$ cat src/rtl/seg_pkg.sv
// Shared definitions for the seven-segment display path: frame width,
// 595 sequencer state encodings and active-low hex segment codes.
package seg_pkg;

  localparam int unsigned BIT_NUM = 14;

  typedef enum logic [1:0] {
    ST_LOAD  = 2'd0,
    ST_SHIFT = 2'd1,
    ST_LATCH = 2'd2
  } state_e;

  // Active-low {dp,g,f,e,d,c,b,a} code for one hex digit.
  function automatic logic [7:0] seg_hex(input logic [3:0] val);
    logic [7:0] code;
    case (val)
      4'h0:    code = 8'hC0;
      4'h1:    code = 8'hF9;
      4'h2:    code = 8'hA4;
      4'h3:    code = 8'hB0;
      4'h4:    code = 8'h99;
      4'h5:    code = 8'h92;
      4'h6:    code = 8'h82;
      4'h7:    code = 8'hF8;
      4'h8:    code = 8'h80;
      4'h9:    code = 8'h90;
      4'hA:    code = 8'h88;
      4'hB:    code = 8'h83;
      4'hC:    code = 8'hC6;
      4'hD:    code = 8'hA1;
      4'hE:    code = 8'h86;
      4'hF:    code = 8'h8E;
      default: code = 8'hFF;
    endcase
    return code;
  endfunction

endpackage

$ cat src/rtl/hc595_tick.sv
// Phase-tick divider for the 595 sequencer: one tick every DIV_MAX+1 cycles,
// restartable from the LOAD cycle so every frame begins on a fresh count.
module hc595_tick #(
  parameter logic [7:0] DIV_MAX = 8'd1
) (
  input  logic sys_clk,
  input  logic sys_rst_n,
  input  logic clr,
  output logic tick,
  output logic tick_nxt
);

  logic [7:0] div_r;
  logic [7:0] div_nxt_s;

  // Next divider count: clear, wrap at terminal count, or increment.
  always_comb begin
    div_nxt_s = 8'd0;
    if (clr) begin
      div_nxt_s = 8'd0;
    end else if (div_r == DIV_MAX) begin
      div_nxt_s = 8'd0;
    end else begin
      div_nxt_s = div_r + 8'd1;
    end
  end

  // Divider count register.
  always_ff @(posedge sys_clk or negedge sys_rst_n) begin
    if (!sys_rst_n) begin
      div_r <= 8'd0;
    end else begin
      div_r <= div_nxt_s;
    end
  end

  // tick_nxt lets the sequencer register its outputs aligned with its state.
  assign tick     = (div_r == DIV_MAX);
  assign tick_nxt = (div_nxt_s == DIV_MAX);

endmodule

$ cat src/rtl/hc595_ctrl.sv
// Serial driver for two cascaded 74HC595s: snapshots {sel,seg}, shifts 14 bits
// LSB first on ds/shcp, pulses stcp, and unblanks oe after the first frame.
module hc595_ctrl
  import seg_pkg::*;
#(
  parameter logic [7:0] DIV_MAX = 8'd1
) (
  input  logic       sys_clk,
  input  logic       sys_rst_n,
  input  logic [5:0] sel,
  input  logic [7:0] seg,
  output logic       ds,
  output logic       shcp,
  output logic       stcp,
  output logic       oe,
  output logic       frame_done
);

  localparam logic [3:0] LAST_BIT = 4'(BIT_NUM - 1);

  state_e             state_r, state_nxt_s;
  logic [BIT_NUM-1:0] frame_r, frame_nxt_s;
  logic [1:0]         phase_r, phase_nxt_s;
  logic [3:0]         bit_idx_r, bit_idx_nxt_s;
  logic               tick_s, tick_nxt_s, div_clr_s;
  logic               ds_nxt_s, shcp_nxt_s, stcp_nxt_s, frame_done_nxt_s, oe_nxt_s;

  assign div_clr_s = (state_r == ST_LOAD);

  hc595_tick #(.DIV_MAX(DIV_MAX)) u_tick (
    .sys_clk   (sys_clk),
    .sys_rst_n (sys_rst_n),
    .clr       (div_clr_s),
    .tick      (tick_s),
    .tick_nxt  (tick_nxt_s)
  );

  // Next-state logic for the LOAD/SHIFT/LATCH sequencer and its counters.
  always_comb begin
    state_nxt_s   = state_r;
    frame_nxt_s   = frame_r;
    phase_nxt_s   = phase_r;
    bit_idx_nxt_s = bit_idx_r;
    case (state_r)
      ST_LOAD: begin
        frame_nxt_s   = {sel, seg};
        phase_nxt_s   = 2'd0;
        bit_idx_nxt_s = 4'd0;
        state_nxt_s   = ST_SHIFT;
      end
      ST_SHIFT: begin
        if (tick_s) begin
          if (phase_r == 2'd3) begin
            phase_nxt_s = 2'd0;
            if (bit_idx_r == LAST_BIT) begin
              bit_idx_nxt_s = 4'd0;
              state_nxt_s   = ST_LATCH;
            end else begin
              bit_idx_nxt_s = bit_idx_r + 4'd1;
            end
          end else begin
            phase_nxt_s = phase_r + 2'd1;
          end
        end else begin
          state_nxt_s = ST_SHIFT;
        end
      end
      ST_LATCH: begin
        if (tick_s) begin
          state_nxt_s = ST_LOAD;
        end else begin
          state_nxt_s = ST_LATCH;
        end
      end
      default: begin
        state_nxt_s   = ST_LOAD;
        phase_nxt_s   = 2'd0;
        bit_idx_nxt_s = 4'd0;
      end
    endcase
  end

  // Output decode from the next state, so registered pins line up with state.
  always_comb begin
    ds_nxt_s         = 1'b0;
    shcp_nxt_s       = 1'b0;
    stcp_nxt_s       = 1'b0;
    frame_done_nxt_s = 1'b0;
    if (state_nxt_s == ST_SHIFT) begin
      ds_nxt_s   = frame_nxt_s[bit_idx_nxt_s];
      shcp_nxt_s = phase_nxt_s[1];
    end else if (state_nxt_s == ST_LATCH) begin
      stcp_nxt_s       = 1'b1;
      frame_done_nxt_s = tick_nxt_s;
    end else begin
      ds_nxt_s   = 1'b0;
      shcp_nxt_s = 1'b0;
    end
    if ((state_r == ST_LATCH) && tick_s) begin
      oe_nxt_s = 1'b0;
    end else begin
      oe_nxt_s = oe;
    end
  end

  // Sequencer state and counter registers.
  always_ff @(posedge sys_clk or negedge sys_rst_n) begin
    if (!sys_rst_n) begin
      state_r   <= ST_LOAD;
      frame_r   <= '0;
      phase_r   <= 2'd0;
      bit_idx_r <= 4'd0;
    end else begin
      state_r   <= state_nxt_s;
      frame_r   <= frame_nxt_s;
      phase_r   <= phase_nxt_s;
      bit_idx_r <= bit_idx_nxt_s;
    end
  end

  // Registered 595 pins; oe stays low once the first frame is latched.
  always_ff @(posedge sys_clk or negedge sys_rst_n) begin
    if (!sys_rst_n) begin
      ds         <= 1'b0;
      shcp       <= 1'b0;
      stcp       <= 1'b0;
      oe         <= 1'b1;
      frame_done <= 1'b0;
    end else begin
      ds         <= ds_nxt_s;
      shcp       <= shcp_nxt_s;
      stcp       <= stcp_nxt_s;
      oe         <= oe_nxt_s;
      frame_done <= frame_done_nxt_s;
    end
  end

endmodule

$ cat config.mk
export PLATFORM = sky130hd
export DESIGN_NAME = hc595_ctrl
export DESIGN_NICKNAME = d
export VERILOG_FILES = /design/src/rtl/seg_pkg.sv /design/src/rtl/hc595_tick.sv /design/src/rtl/hc595_ctrl.sv
export SDC_FILE = /design/constraint.sdc
export NUM_CORES = 1
export LEC_CHECK = 0
export ABC_AREA = 1
export BUFFER_PORTS_ARGS = -buffer_cell sky130_fd_sc_hd__buf_4
export CAP_MARGIN = 20
export CORE_UTILIZATION = 25
export CTS_BUF_LIST = sky130_fd_sc_hd__clkbuf_4 sky130_fd_sc_hd__clkbuf_8
export CTS_CLUSTER_SIZE = 30
export DETAILED_ROUTE_END_ITERATION = 12
export SLEW_MARGIN = 30
export SYNTH_ARGS = -nofsm -noshare
export SYNTH_HDL_FRONTEND = slang
export SYNTH_SLANG_ARGS = --single-unit
$ cat constraint.sdc
create_clock -name sys_clk -period 4.24 [get_ports sys_clk]
set_clock_uncertainty 0.15 [all_clocks]
set_input_delay 0.848 -clock sys_clk [delete_from_list [all_inputs] [get_ports sys_clk]]
set_output_delay 0.848 -clock sys_clk [all_outputs]
set_load 0.02 [all_outputs]
# Word-level counts from Yosys, hierarchy flattened
# Cells that the tools add are included.
[word_totals]
out_inout_bits = 5
regBits = 35
elab_cells = 51
inputBits = 16
[op_classes]
n_eq_ne = 9
n_bitwise = 1
n_mux = 23
n_reduce_logical = 3
addsub = 3
order_cmp = 1
[ops]
columns = ["operator", "count"]
rows = [
  ["8-bit by 1-bit == test with 1-bit output, second input constant", 2],
  ["8-bit two-way mux", 2],
  ["14-bit two-way mux", 1],
  ["2-bit two-way mux", 6],
  ["4-bit two-way mux", 3],
  ["8-bit by 1-bit adder with 8-bit output, second input constant", 1],
  ["4-bit case mux with 2 select lines", 1],
  ["1-bit two-way mux", 7],
  ["2-bit == test, second input constant", 3],
  ["2-bit case mux with 3 select lines", 1],
  ["4-bit by 5-bit < comparator with 1-bit output, second input constant", 1],
  ["4-bit by 1-bit adder with 4-bit output, second input constant", 1],
  ["1-bit binary-select mux with 4-bit select", 1],
  ["2-bit by 1-bit == test with 1-bit output, second input constant", 2],
  ["4-bit == test, second input constant", 1],
  ["2-bit case mux with 2 select lines", 1],
  ["2-bit by 1-bit adder with 2-bit output, second input constant", 1],
  ["2-bit logical NOT", 1],
  ["2-bit != test, second input constant", 1],
  ["2-bit AND reduction", 1],
  ["1-bit logical AND", 1],
  ["1-bit inverter", 1],
]

# Depth between registers and ports, before layout
# Gate-level depths: netlist of the first run.
[depth]
ltp_word = 8
depth_mapped = 15
ltp_nobuf = 15

# By module
# A second synthesis of the first run with hierarchy kept.
[unflattened]
cells_unflattened = 263
hier_area_um2 = 2020.7
[by_module_without_submodules]
columns = ["mod", "area_per_inst_um2", "cells_each", "n_inst", "seq_area_each_um2"]
rows = [
  ["hc595_ctrl", 1505.2, 190, 1, 676.9],
  ["hc595_tick", 515.5, 73, 1, 200.2],
]

# Worst setup path after synthesis of the first run
# OpenSTA, ideal clock, no wires.
[synth_path]
path_kind = "reg-to-reg"
from = "register bit_idx_r[0]"
to = "register ds"
stages_incl_launch_ff = 14
period_less_slack_ps = 1889
n_path_buf = 0
slack_ps = 2351
setup_time_ps = 114
required_time_ps = 3976
arrival_time_ps = 1625
path_cell_list = "dfrtp_1 -> ha_1 -> nand3_1 -> nand2_1 -> inv_1 -> nand3_4 -> a21oi_4 -> nand2_4 -> nand2_1 -> nand3_1 -> nand2_1 -> nor2_1 -> nor2_2 -> nor2_1"
[synth_between]
elab_chain_len = 8
word_cells_on_any_way = 14
classes_between = "add/sub: 1; eq/ne: 2; mux: 11"
[synth_lines]
columns = ["item", "line", "source"]
rows = [
  ["start: declaration", "hc595_ctrl.sv:24", "logic [3:0] bit_idx_r, bit_idx_nxt_s;"],
  ["start signal: assignment", "hc595_ctrl.sv:117", "bit_idx_r <= bit_idx_nxt_s;"],
  ["4-bit by 1-bit adder with 4-bit output / 4-bit == test (equally long branches)", "hc595_ctrl.sv:59, hc595_ctrl.sv:55", ""],
  ["4-bit two-way mux", "hc595_ctrl.sv:55", "if (bit_idx_r == LAST_BIT) begin"],
  ["4-bit two-way mux", "hc595_ctrl.sv:53", "if (phase_r == 2'd3) begin"],
  ["4-bit two-way mux", "hc595_ctrl.sv:52", "if (tick_s) begin"],
  ["4-bit case mux with 2 select lines", "hc595_ctrl.sv:44", "case (state_r)"],
  ["1-bit binary-select mux with 4-bit select", "hc595_ctrl.sv:90", "ds_nxt_s = frame_nxt_s[bit_idx_nxt_s];"],
  ["1-bit two-way mux (implied by the code)", "hc595_ctrl.sv:90", ""],
  ["1-bit two-way mux (*)", "hc595_ctrl.sv:89", "if (state_nxt_s == ST_SHIFT) begin"],
  ["via ds_nxt_s", "hc595_ctrl.sv:26", "logic ds_nxt_s, shcp_nxt_s, stcp_nxt_s, frame_done_nxt_s, oe_nxt_s;"],
  ["end signal: assignment", "hc595_ctrl.sv:130", "ds <= ds_nxt_s;"],
  ["end: declaration", "hc595_ctrl.sv:12", "output logic ds,"],
]
# Mark *: on every way through the listed nets, which the timed path passes. The rest lies on a longest branch. The select of a mux whose other input is x is not followed.
# A chain may end at the register's enable or synchronous reset.

# Worst setup path in the final report of the first run
[layout_path]
from = "register state_r[0]"
to = "register ds"
[layout_between]
elab_chain_len = 6
word_cells_on_any_way = 13
classes_between = "eq/ne: 3; mux: 9; reduce/logical: 1"
[layout_lines]
columns = ["item", "line", "source"]
rows = [
  ["start: declaration", "hc595_ctrl.sv:21", "state_e state_r, state_nxt_s;"],
  ["start signal: assignment", "hc595_ctrl.sv:114", "state_r <= state_nxt_s;"],
  ["branches (longest 5 deep; another with 4-bit case mux with 2 select lines)", "-", ""],
  ["1-bit two-way mux (*)", "hc595_ctrl.sv:89", ""],
  ["via ds_nxt_s", "hc595_ctrl.sv:26", ""],
]
# Mark *: on every way through the listed nets, which the timed path passes. The select of a mux whose other input is x is not followed.

==> results of run 1 <==
cell type report:
type                    instances  share of cell area, %
repair buffers                 20                   6.71
clock buffers                   8                   4.64
well taps                      99                   5.54
flip-flops and latches         35                   39.2
inverters                      27                   4.53
multi-input cells             163                   39.4
cells by family after synthesis:
logic type / synth area share [%]
and+or+nand+nor: 34.4
DFF: 46.6
buffers and inverters: 6.52
AOI/OAI and AO/OA: 4.59
adders and majority gates: 5.99
xor gates and xnor gates: 1.86
power groups by stage:
stage	clock [W]	combinational, W	sequential, W
2_1_floorplan	0	0.00000942	0.000349
3_3_place_gp	0	0.0000304	0.000349
3_5_place_dp	0	0.0000309	0.000349
4_1_cts	0.000284	0.0000308	0.000343
5_1_grt	0.000299	0.0000341	0.000343
6_report	0.000271	0.0000297	0.000343
worst max-delay path, delay by kind of cell, from the launching register on:
family          cells  cell delay (ns)
compound gates      1             0.11
fa+ha+maj           1             0.61
buf+inv             3             0.59
simple gates        7             0.76
flops               1             0.41
cell usage after synthesis:
cell type and count:
nand2_1 70, dfrtp_1 34, inv_1 27, nand3_1 26
nor2_1 20, ha_1 9, nand2_2 4, nand4_1 4
o21ai_0 4, xor2_1 4, a21oi_1 3, buf_2 2
nand3_4 2, nor2_2 2, nor3_1 2, nor3b_1 2
nor4_1 2, or2_2 2, a21boi_0 1, a21oi_4 1
a22o_1 1, a32o_1 1, buf_4 1, clkbuf_1 1
dfstp_2 1, nand2_4 1, nor2_8 1, o311ai_0 1
sequential cells by signal, summed over array words and instances (netlist names):
register / cells
oe: 1
frame_done: 1
u_tick.div_r: 8
stcp: 1
bit_idx_r: 4
shcp: 1
state_r: 2
ds: 1
phase_r: 2
frame_r: 14
worst max-delay path by stage:
stage,start,to,cells after the start
floorplan,bit_idx_r[0],ds,13
global placement,state_r[0],ds,12
detailed placement,state_r[0],ds,12
CTS,state_r[0],ds,12
global route,state_r[0],ds,12
finish,state_r[0],ds,12
per-stage QoR:
step                instance area (um2)  hold slack [ns]  worst slack [ns]
floorplan                          1880            0.288              2.35
global placement                   2130            0.308              1.60
detailed placement                 2130            0.309              1.53
CTS                                2240            0.327              1.51
global route                       2240            0.340              1.15
finish                             2240            0.326              1.51
per-layer routing:
metal  wire length, um  track usage, %  share of wire (%)
met5                 0               0                  0
met4                34            4.40               0.86
met3               166            2.61                4.2
met2              1890            18.4                 48
met1              1880            15.2                 47
==> results.tsv, run 1 <==
stage	metric	value	unit
finish	final instance count without filler cells	352	
worst_setup_path	critical path class	reg2reg	
clock_network	clock transition at the registers of the reported paths	0.07	ns
yosys	Synth cell types	28	
power	Leak Pwr	1.16	nW
clock_network	Root Buffer	clkbuf_8	
floorplan	die width	88.7	um
worst_setup_path	reg-to-reg endpoint	ds	
clock_network	PostCTS Resize Cnt	0	
power	sw power	0.000135	W
worst_setup_path	Reg2Reg Depth	12	
worst_setup_path	Critical Path End Type	flop	
global_route	largest net degree at the start of global routing	36	
drt	Antenna Nets Post-Route	0	
clock_network	CTS tree	built	
yosys	FF+latch count, synth	35	
worst_setup_path	WP data required	4.27	ns
worst_setup_path	RR Startpoint	state_r[0]	
drt	routed via count	1509	
finish	most frequent cells in the layout	nand2_1 (70), dfrtp_1 (34), inv_1 (27)	
worst_setup_path	CP max-delay cell	ha_1	
placed_design	routability-driven placement congestion ratio	0.814	
power	combinational power share	4.6	%
worst_setup_path	critical-path cell list	inv_1, ha_1, inv_1, or2_2, o21ai_0, nand3_1, nand3_1, nand2_1, inv_1, nand2_1, nand2_1, nor2_1	
finish	Seq. cell area	877	um2
power	Clock power frac	42.1	%
finish	nets@finish	277	
timing	worst slew pin tran	0.686	ns
yosys	cell taking the most area after synthesis	dfrtp_1	
yosys	Syn Area/Cell	8.21	um2
run	max-cap violation count	0	
power	PnR Total Power	0.000644	W
floorplan	Die Ht	88.7	um
global_route	total congestion overflow	0	
global_route	first-pass GRT wire length	6910	um
finish	Layout area overhead	19.0	%
worst_setup_path	Critical Path Start Type	flop	
power	Seq pwr share	53.3	%
finish	final-layout fill cell count	786	
power	internal power	0.000509	W
finish	multi-input logic area	881	um2
yosys	Syn Nets	254	
worst_setup_path	R2R Setup Slk	1.51	ns
drt	vias per cell	4.29	
status	status	complete, no violations	
timing	endpoints failing hold	0	
placed_design	placed instance count	344	
placed_design	HPWL after DPL	2960	um
drt	drt pass-1 iters	4	
clock_network	clk buf depth	2	
floorplan	IO Pins	21	
drt	DR iter-0 viols	70	
worst_setup_path	WP data arrival	2.76	ns
timing	RSZ-0062 raised after global routing	no	
finish	commonest non-fill, non-tap cell in the layout	nand2_1	
clock_network	clock sink count	35	
drt	DR DRC count	0	
drt	Total Routed Length	3970	um
finish	share of cells above drive strength 1	16.6	%
floorplan	Core Region	0.00725	mm2
floorplan	die area	0.00787	mm2
min_path	Worst Hold End	frame_r[6]	
global_route	initial antenna violation count	0	
drt	wire per inst	11.3	um
yosys	Yosys top cell area share	45.2	%
timing	setup TNS	0	ns
global_route	vias in the first global route	1496	
timing	final setup fails	0	
clock_network	Num CTS Buffers	5	
min_path	worst hold path startpoint	frame_r[6]	
clock_network	setup bufs post-CTS	0	
yosys	synthesized cell area	0.00188	mm2
timing	Slew HR	54.3	%
min_path	hold depth	2	
clock_network	Worst-Skew Late Latency	0.28	ns
yosys	Mapped Cells	229	
finish	# diodes	0	
floorplan	starting density of the core	25.9	%
yosys	yosys warns	0	
power	Switching Share	20.9	%
timing	highest clock rate	366	MHz
global_route	all-layer global routing usage	11.5	%
power	maximum VDD drop	0.147	mV
yosys	Seq/Total Area, Yosys	46.6	%
power	Power per Cell Area	288	mW/mm2
clock_network	hold_buf cts	0	
yosys	top post-synthesis cells by area	dfrtp_1 (45%), nand2_1 (14%), nand3_1 (6.9%), ha_1 (6.0%), inv_1 (5.4%)	
floorplan	Cell Rows	31	
worst_setup_path	CP max FO	19	
timing	Tcrit/Tclk final	64.5	%
finish	post-layout util	30.8	%
worst_setup_path	max incr delay on CP	0.61	ns
min_path	worst hold path type	reg2reg	
clock_network	CTS HTree Levels	2	
timing	Slew Limit Fails	0	
placed_design	I/O Buffers	20	
timing	crit path time final	2.73	ns
No activity file was read; power rests on OpenSTA's default activity.
==> inputs of run 2 (changes only) <==
Clock period 4.24 ns to 2.4 ns, I/O delays scaled along.
==> run 2 against run 1 <==
Compared with the run above:
- the run now ends with negative hold slack left
- cell area grew 1.3%
- critical path depth increased by 1
- power is 76% higher
- global-route usage up 0.064 points
- sequential power is 77% higher
- highest routed layer unchanged
- via count increased by 0.66%
- core utilization increased by 0.41 points
==> results.tsv, run 2 (synthesis gave the netlist of run 1 again) <==
stage	metric	value	unit	change
status	status	finished with violations		was complete, no violations
drt	drt pass-1 iters	4		unchanged
finish	most frequent cells in the layout	nand2_1 (70), dfrtp_1 (34), inv_1 (27)		unchanged
timing	final setup fails	0		unchanged
clock_network	Worst-Skew Late Latency	0.28	ns	about the same
worst_setup_path	Most common cell on crit path	nand2_1		
global_route	initial antenna violation count	0		unchanged
clock_network	clock transition at the registers of the reported paths	0.07	ns	about the same
timing	Tcrit/Tclk final	91.3	%	was 64.5%
worst_setup_path	Critical Path Start Type	flop		unchanged
worst_setup_path	critical path class	reg2reg		unchanged
power	Power per Cell Area	498	mW/mm2	was 288 mW/mm2
placed_design	Area after DPL	0.00216	mm2	was 0.00213 mm2
placed_design	routability-driven placement congestion ratio	0.919		was 0.814
clock_network	hold_buf cts	0		unchanged
drt	wire per inst	11.1	um	was 11.3 um
timing	worst slew pin tran	0.456	ns	was 0.686 ns
worst_setup_path	WP data required	2.42	ns	was 4.27 ns
finish	commonest non-fill, non-tap cell in the layout	nand2_1		unchanged
floorplan	die area	0.00787	mm2	unchanged
timing	Slew Limit Fails	0		unchanged
finish	final-layout fill cell count	797		was 786
worst_setup_path	Critical Path End Type	flop		unchanged
finish	Largest Register	frame_r		unchanged
timing	RSZ-0062 raised after global routing	no		unchanged
clock_network	PostCTS Resize Cnt	0		unchanged
worst_setup_path	max incr delay on CP	0.45	ns	was 0.61 ns
drt	routed via count	1519		was 1509
finish	Layout area overhead	20.6	%	was 19.0%
drt	Antenna Nets Post-Route	0		unchanged
finish	nets@finish	281		was 277
timing	crit path time final	2.19	ns	was 2.73 ns
timing	Slew HR	69.2	%	was 54.3%
placed_design	HPWL after DPL	3010	um	was 2960 um
floorplan	starting density of the core	25.9	%	unchanged
finish	biggest regs	frame_r (14), u_tick.div_r (8), bit_idx_r (4)		unchanged
floorplan	die width	88.7	um	unchanged
clock_network	CTS HTree Levels	2		unchanged
clock_network	Root Buffer	clkbuf_8		unchanged
floorplan	IO Pins	21		unchanged
global_route	all-layer global routing usage	11.6	%	was 11.5%
timing	setup TNS	0	ns	unchanged
drt	DR iter-0 viols	89		was 70
timing	highest clock rate	457	MHz	was 366 MHz
status	failing checks	negative hold slack		
placed_design	I/O Buffers	20		unchanged
worst_setup_path	CP max FO	8		was 19
power	maximum VDD drop	0.187	mV	was 0.147 mV
run	max-cap violation count	0		unchanged
timing	endpoints failing hold	18		was 0
global_route	first-pass GRT wire length	6890	um	was 6910 um
worst_setup_path	critical-path cell list	ha_1, nand3_1, nand2_1, inv_1, nand3_4, a21oi_4, nand2_4, nand2_1, nand3_1, nand2_1, nor2_1, nor2_2, nor2_1		was inv_1, ha_1, inv_1, or2_2, o21ai_0, nand3_1, nand3_1, nand2_1, inv_1, nand2_1, nand2_1, nor2_1
clock_network	setup bufs post-CTS	0		unchanged
floorplan	Cell Rows	31		unchanged
finish	max reg flops	14		unchanged
global_route	vias in the first global route	1462		was 1496
drt	DR DRC count	0		unchanged
global_route	total congestion overflow	0		unchanged
floorplan	Core Region	0.00725	mm2	unchanged
worst_setup_path	WP data arrival	2.22	ns	was 2.76 ns
floorplan	Die Ht	88.7	um	unchanged
finish	post-route cell area	0.00227	mm2	was 0.00224 mm2
worst_setup_path	CP Buf/Inv Count	1		was 3
worst_setup_path	CP max-delay cell	dfrtp_1		was ha_1
clock_network	CTS tree	built		unchanged
drt	Total Routed Length	3940	um	was 3970 um
global_route	largest net degree at the start of global routing	36		unchanged
clock_network	clk buf depth	2		unchanged
finish	# diodes	0		unchanged
timing	hold_ws	-0.0159	ns	was 0.326 ns
clock_network	clock sink count	35		unchanged
worst_setup_path	delay-heaviest family, CP	simple AND/OR/NAND/NOR gates		unchanged
drt	vias per cell	4.27		was 4.29
min_path	worst hold path type	in2async		was reg2reg
power	Leak Pwr	1.18	nW	was 1.16 nW
finish	share of cells above drive strength 1	17.9	%	was 16.6%
clock_network	Num CTS Buffers	5		unchanged
-- run 2: cell types whose count changed in the layout (fill, tap and decap cells not counted) --
cell   previous run  this run
buf_4            20        24
-- run 2: worst paths after layout --
path                               from               to  slack, ns  cells past startpoint
min in group sys_clk             sel[0]       frame_r[8]       0.28                      3
hold / removal                sys_rst_n  u_tick.div_r[3]      -0.02                      1
setup reg to reg           bit_idx_r[0]               ds       0.21                     13
hold reg to reg              frame_r[3]       frame_r[3]       0.32                      2
setup / recovery           bit_idx_r[0]               ds       0.21                     13
max in group asynchronous     sys_rst_n               oe       1.77                      1
-- run 2: per-layer routing --
metal  share of wire [%]  track usage, %
met1                  50            15.7
met2                  44            17.3
met3                 4.1            2.99
met4                 1.5            5.28
met5                   0               0
-- run 2: power by group --
part	leakage (nW)	switching (W)	internal [W]
Combinational	0.688	0.0000284	0.0000239
Clock	0.0549	0.000199	0.000273
Sequential	0.436	0.00000310	0.000603
Total	1.18	0.000231	0.000900
-- run 2: final cells by class --
cell class	count	area, um2	share of cell area, %
Sequential cell	35	877	38.7
Tap cell	99	124	5.46
Multi-Input combinational cell	163	881	38.9
Timing Repair Buffer	24	180	7.95
Clock buffer	8	104	4.58
Inverter	27	101	4.47
-- run 2: through the flow --
step | total power, W | util, % | worst slack [ns] | instances
6_report | 0.00113 | 31.3 | 0.210 | 356
5_1_grt | 0.00118 | 31.3 | 0.0502 | 356
4_1_cts | 0.00115 | 31.3 | 0.224 | 356
3_5_place_dp | 0.000671 | 29.8 | 0.233 | 348
3_3_place_gp | 0.000670 | 29.8 | 0.244 | 348
2_1_floorplan | 0.000634 | - | 0.511 | 229
==> inputs of run 3 (changes only) <==
Settings changed: RECOVER_POWER from default to 100.
==> run 3 against run 2 <==
Compared with the run above:
- the run ends with max-capacitance violations, max-slew violations left
- clock power is essentially flat
- first-iteration DRC count unchanged
- cell area decreased by 1.1%
- sequential share of layout area rose by 0.43 points
- via count fell by 0.13%
- critical endpoint unchanged
- highest routed layer unchanged
==> results.tsv, run 3 (synthesis gave the netlist of run 1 again) <==
stage	metric	value	unit	change
finish	Seq. cell area	877	um2	unchanged
worst_setup_path	Reg2Reg Depth	13		unchanged
timing	worst slew pin tran	1.83	ns	was 0.456 ns
status	status	finished with violations		unchanged
floorplan	die area	0.00787	mm2	unchanged
clock_network	Num CTS Buffers	5		unchanged
finish	biggest regs	frame_r (14), u_tick.div_r (8), bit_idx_r (4)		unchanged
timing	RSZ-0062 raised after global routing	no		unchanged
floorplan	Die Ht	88.7	um	unchanged
placed_design	I/O Buffers	20		unchanged
timing	hold_ws	0.284	ns	was -0.0159 ns
status	failing checks	max-capacitance violations, max-slew violations		was negative hold slack
finish	nets@finish	281		unchanged
worst_setup_path	WP data required	2.42	ns	about the same
clock_network	clk buf depth	2		unchanged
timing	Slew Limit Fails	36		was 0
clock_network	setup bufs post-CTS	0		unchanged
global_route	total congestion overflow	0		unchanged
drt	vias per cell	4.26		was 4.27
drt	DR iter-0 viols	89		unchanged
timing	Tcrit/Tclk final	91.1	%	was 91.3%
drt	Total Routed Length	3940	um	about the same
timing	final setup fails	0		unchanged
clock_network	clock sink count	35		unchanged
clock_network	CTS tree	built		unchanged
finish	multi-input logic area	878	um2	was 881 um2
clock_network	clock transition at the registers of the reported paths	0.07	ns	about the same
power	maximum VDD drop	0.186	mV	was 0.187 mV
timing	Slew HR	-21.8	%	was 69.2%
floorplan	starting density of the core	25.9	%	unchanged
global_route	largest net degree at the start of global routing	36		unchanged
floorplan	IO Pins	21		unchanged
global_route	first-pass GRT wire length	6890	um	unchanged
finish	Largest Register	frame_r		unchanged
finish	final-layout fill cell count	808		was 797
finish	commonest non-fill, non-tap cell in the layout	nand2_1		unchanged
drt	Antenna Nets Post-Route	0		unchanged
clock_network	hold_buf cts	0		unchanged
timing	crit path time final	2.19	ns	about the same
floorplan	Core Region	0.00725	mm2	unchanged
finish	most frequent cells in the layout	nand2_1 (71), dfrtp_1 (34), inv_1 (27)		was nand2_1 (70), dfrtp_1 (34), inv_1 (27)
clock_network	Root Buffer	clkbuf_8		unchanged
drt	wire per inst	11.1	um	about the same
floorplan	die width	88.7	um	unchanged
power	Power per Cell Area	503	mW/mm2	was 498 mW/mm2
worst_setup_path	Critical Path Start Type	flop		unchanged
drt	drt pass-1 iters	4		unchanged
worst_setup_path	CP max FO	8		unchanged
placed_design	HPWL after DPL	3010	um	unchanged
timing	setup TNS	0	ns	unchanged
finish	max reg flops	14		unchanged
drt	DR DRC count	0		unchanged
min_path	worst hold path type	in2reg		was in2async
finish	share of cells above drive strength 1	15.2	%	was 17.9%
global_route	vias in the first global route	1462		unchanged
worst_setup_path	critical path class	reg2reg		unchanged
finish	# diodes	0		unchanged
clock_network	Worst-Skew Late Latency	0.28	ns	about the same
timing	highest clock rate	458	MHz	was 457 MHz
global_route	initial antenna violation count	0		unchanged
global_route	all-layer global routing usage	11.6	%	unchanged
clock_network	PostCTS Resize Cnt	0		unchanged
floorplan	Cell Rows	31		unchanged
min_path	hold depth	3		
run	max-cap violation count	1		was 0
drt	routed via count	1517		was 1519
worst_setup_path	Critical Path End Type	flop		unchanged
placed_design	routability-driven placement congestion ratio	0.919		unchanged
timing	endpoints failing hold	0		was 18
worst_setup_path	WP data arrival	2.21	ns	was 2.22 ns
power	Leak Pwr	1.15	nW	was 1.18 nW
finish	Layout area overhead	19.2	%	was 20.6%
clock_network	CTS HTree Levels	2		unchanged
## run 3: cell count changes in the layout (fill, tap and decap cells not counted)
| cell | delta |
|---|---|
| clkbuf_1 | +6 |
| nand2_2 | -1 |
| buf_4 | -6 |
| nand2_1 | +1 |
## run 3: through the flow
| step | total power [W] | std cells | setup WS (ns) | utilization [%] | instance area, um2 |
|---|---|---|---|---|---|
| finish | 0.00113 | 356 | 0.214 | 30.9 | 2240 |
| global route | 0.00118 | 356 | 0.0466 | 30.9 | 2240 |
| CTS | 0.00115 | 356 | 0.224 | 31.3 | 2270 |
| detailed placement | 0.000671 | 348 | 0.233 | 29.8 | 2160 |
| global placement | 0.000670 | 348 | 0.244 | 29.8 | 2160 |
| floorplan | 0.000634 | 229 | 0.511 | - | 1880 |
## run 3: worst max-delay path, cell delays in order, from the launching register on
cell,delay [ns]
dfrtp_1,0.45
ha_1,0.25
nand3_1,0.10
nand2_1,0.07
inv_1,0.10
nand3_4,0.08
a21oi_4,0.27
nand2_4,0.13
nand2_1,0.08
nand3_1,0.07
nand2_1,0.08
nor2_1,0.05
nor2_2,0.15
nor2_1,0.06
## run 3: worst paths after layout
kind | start | to | slack [ns]
min | sel[0] | frame_r[8] | 0.28
max reg2reg | bit_idx_r[0] | ds | 0.21
max in group asynchronous | sys_rst_n | phase_r[0] | 0.51
min in group asynchronous | sys_rst_n | u_tick.div_r[3] | 0.53
min reg2reg | frame_r[3] | frame_r[3] | 0.33
max | bit_idx_r[0] | ds | 0.21
## run 3: final cells by class
cell class	instances	area share [%]
well taps	99	5.52
clock buffers	8	4.63
flip-flops and latches	35	39.1
multi-input cells	163	39.2
repair buffers	24	7.03
inverters	27	4.52
## run 3: where the power goes
group,internal (W),switching (W)
logic,0.0000224,0.0000285
clock network,0.000273,0.000199
registers,0.000603,0.00000308
## run 3: metal layers
layer,up-vias,GRT usage [%],share of wire (%)
li1,783,-,-
met1,702,15.7,50
met2,26,17.3,44
met3,6,2.99,4.2
met4,0,5.28,1.5
met5,-,0,0
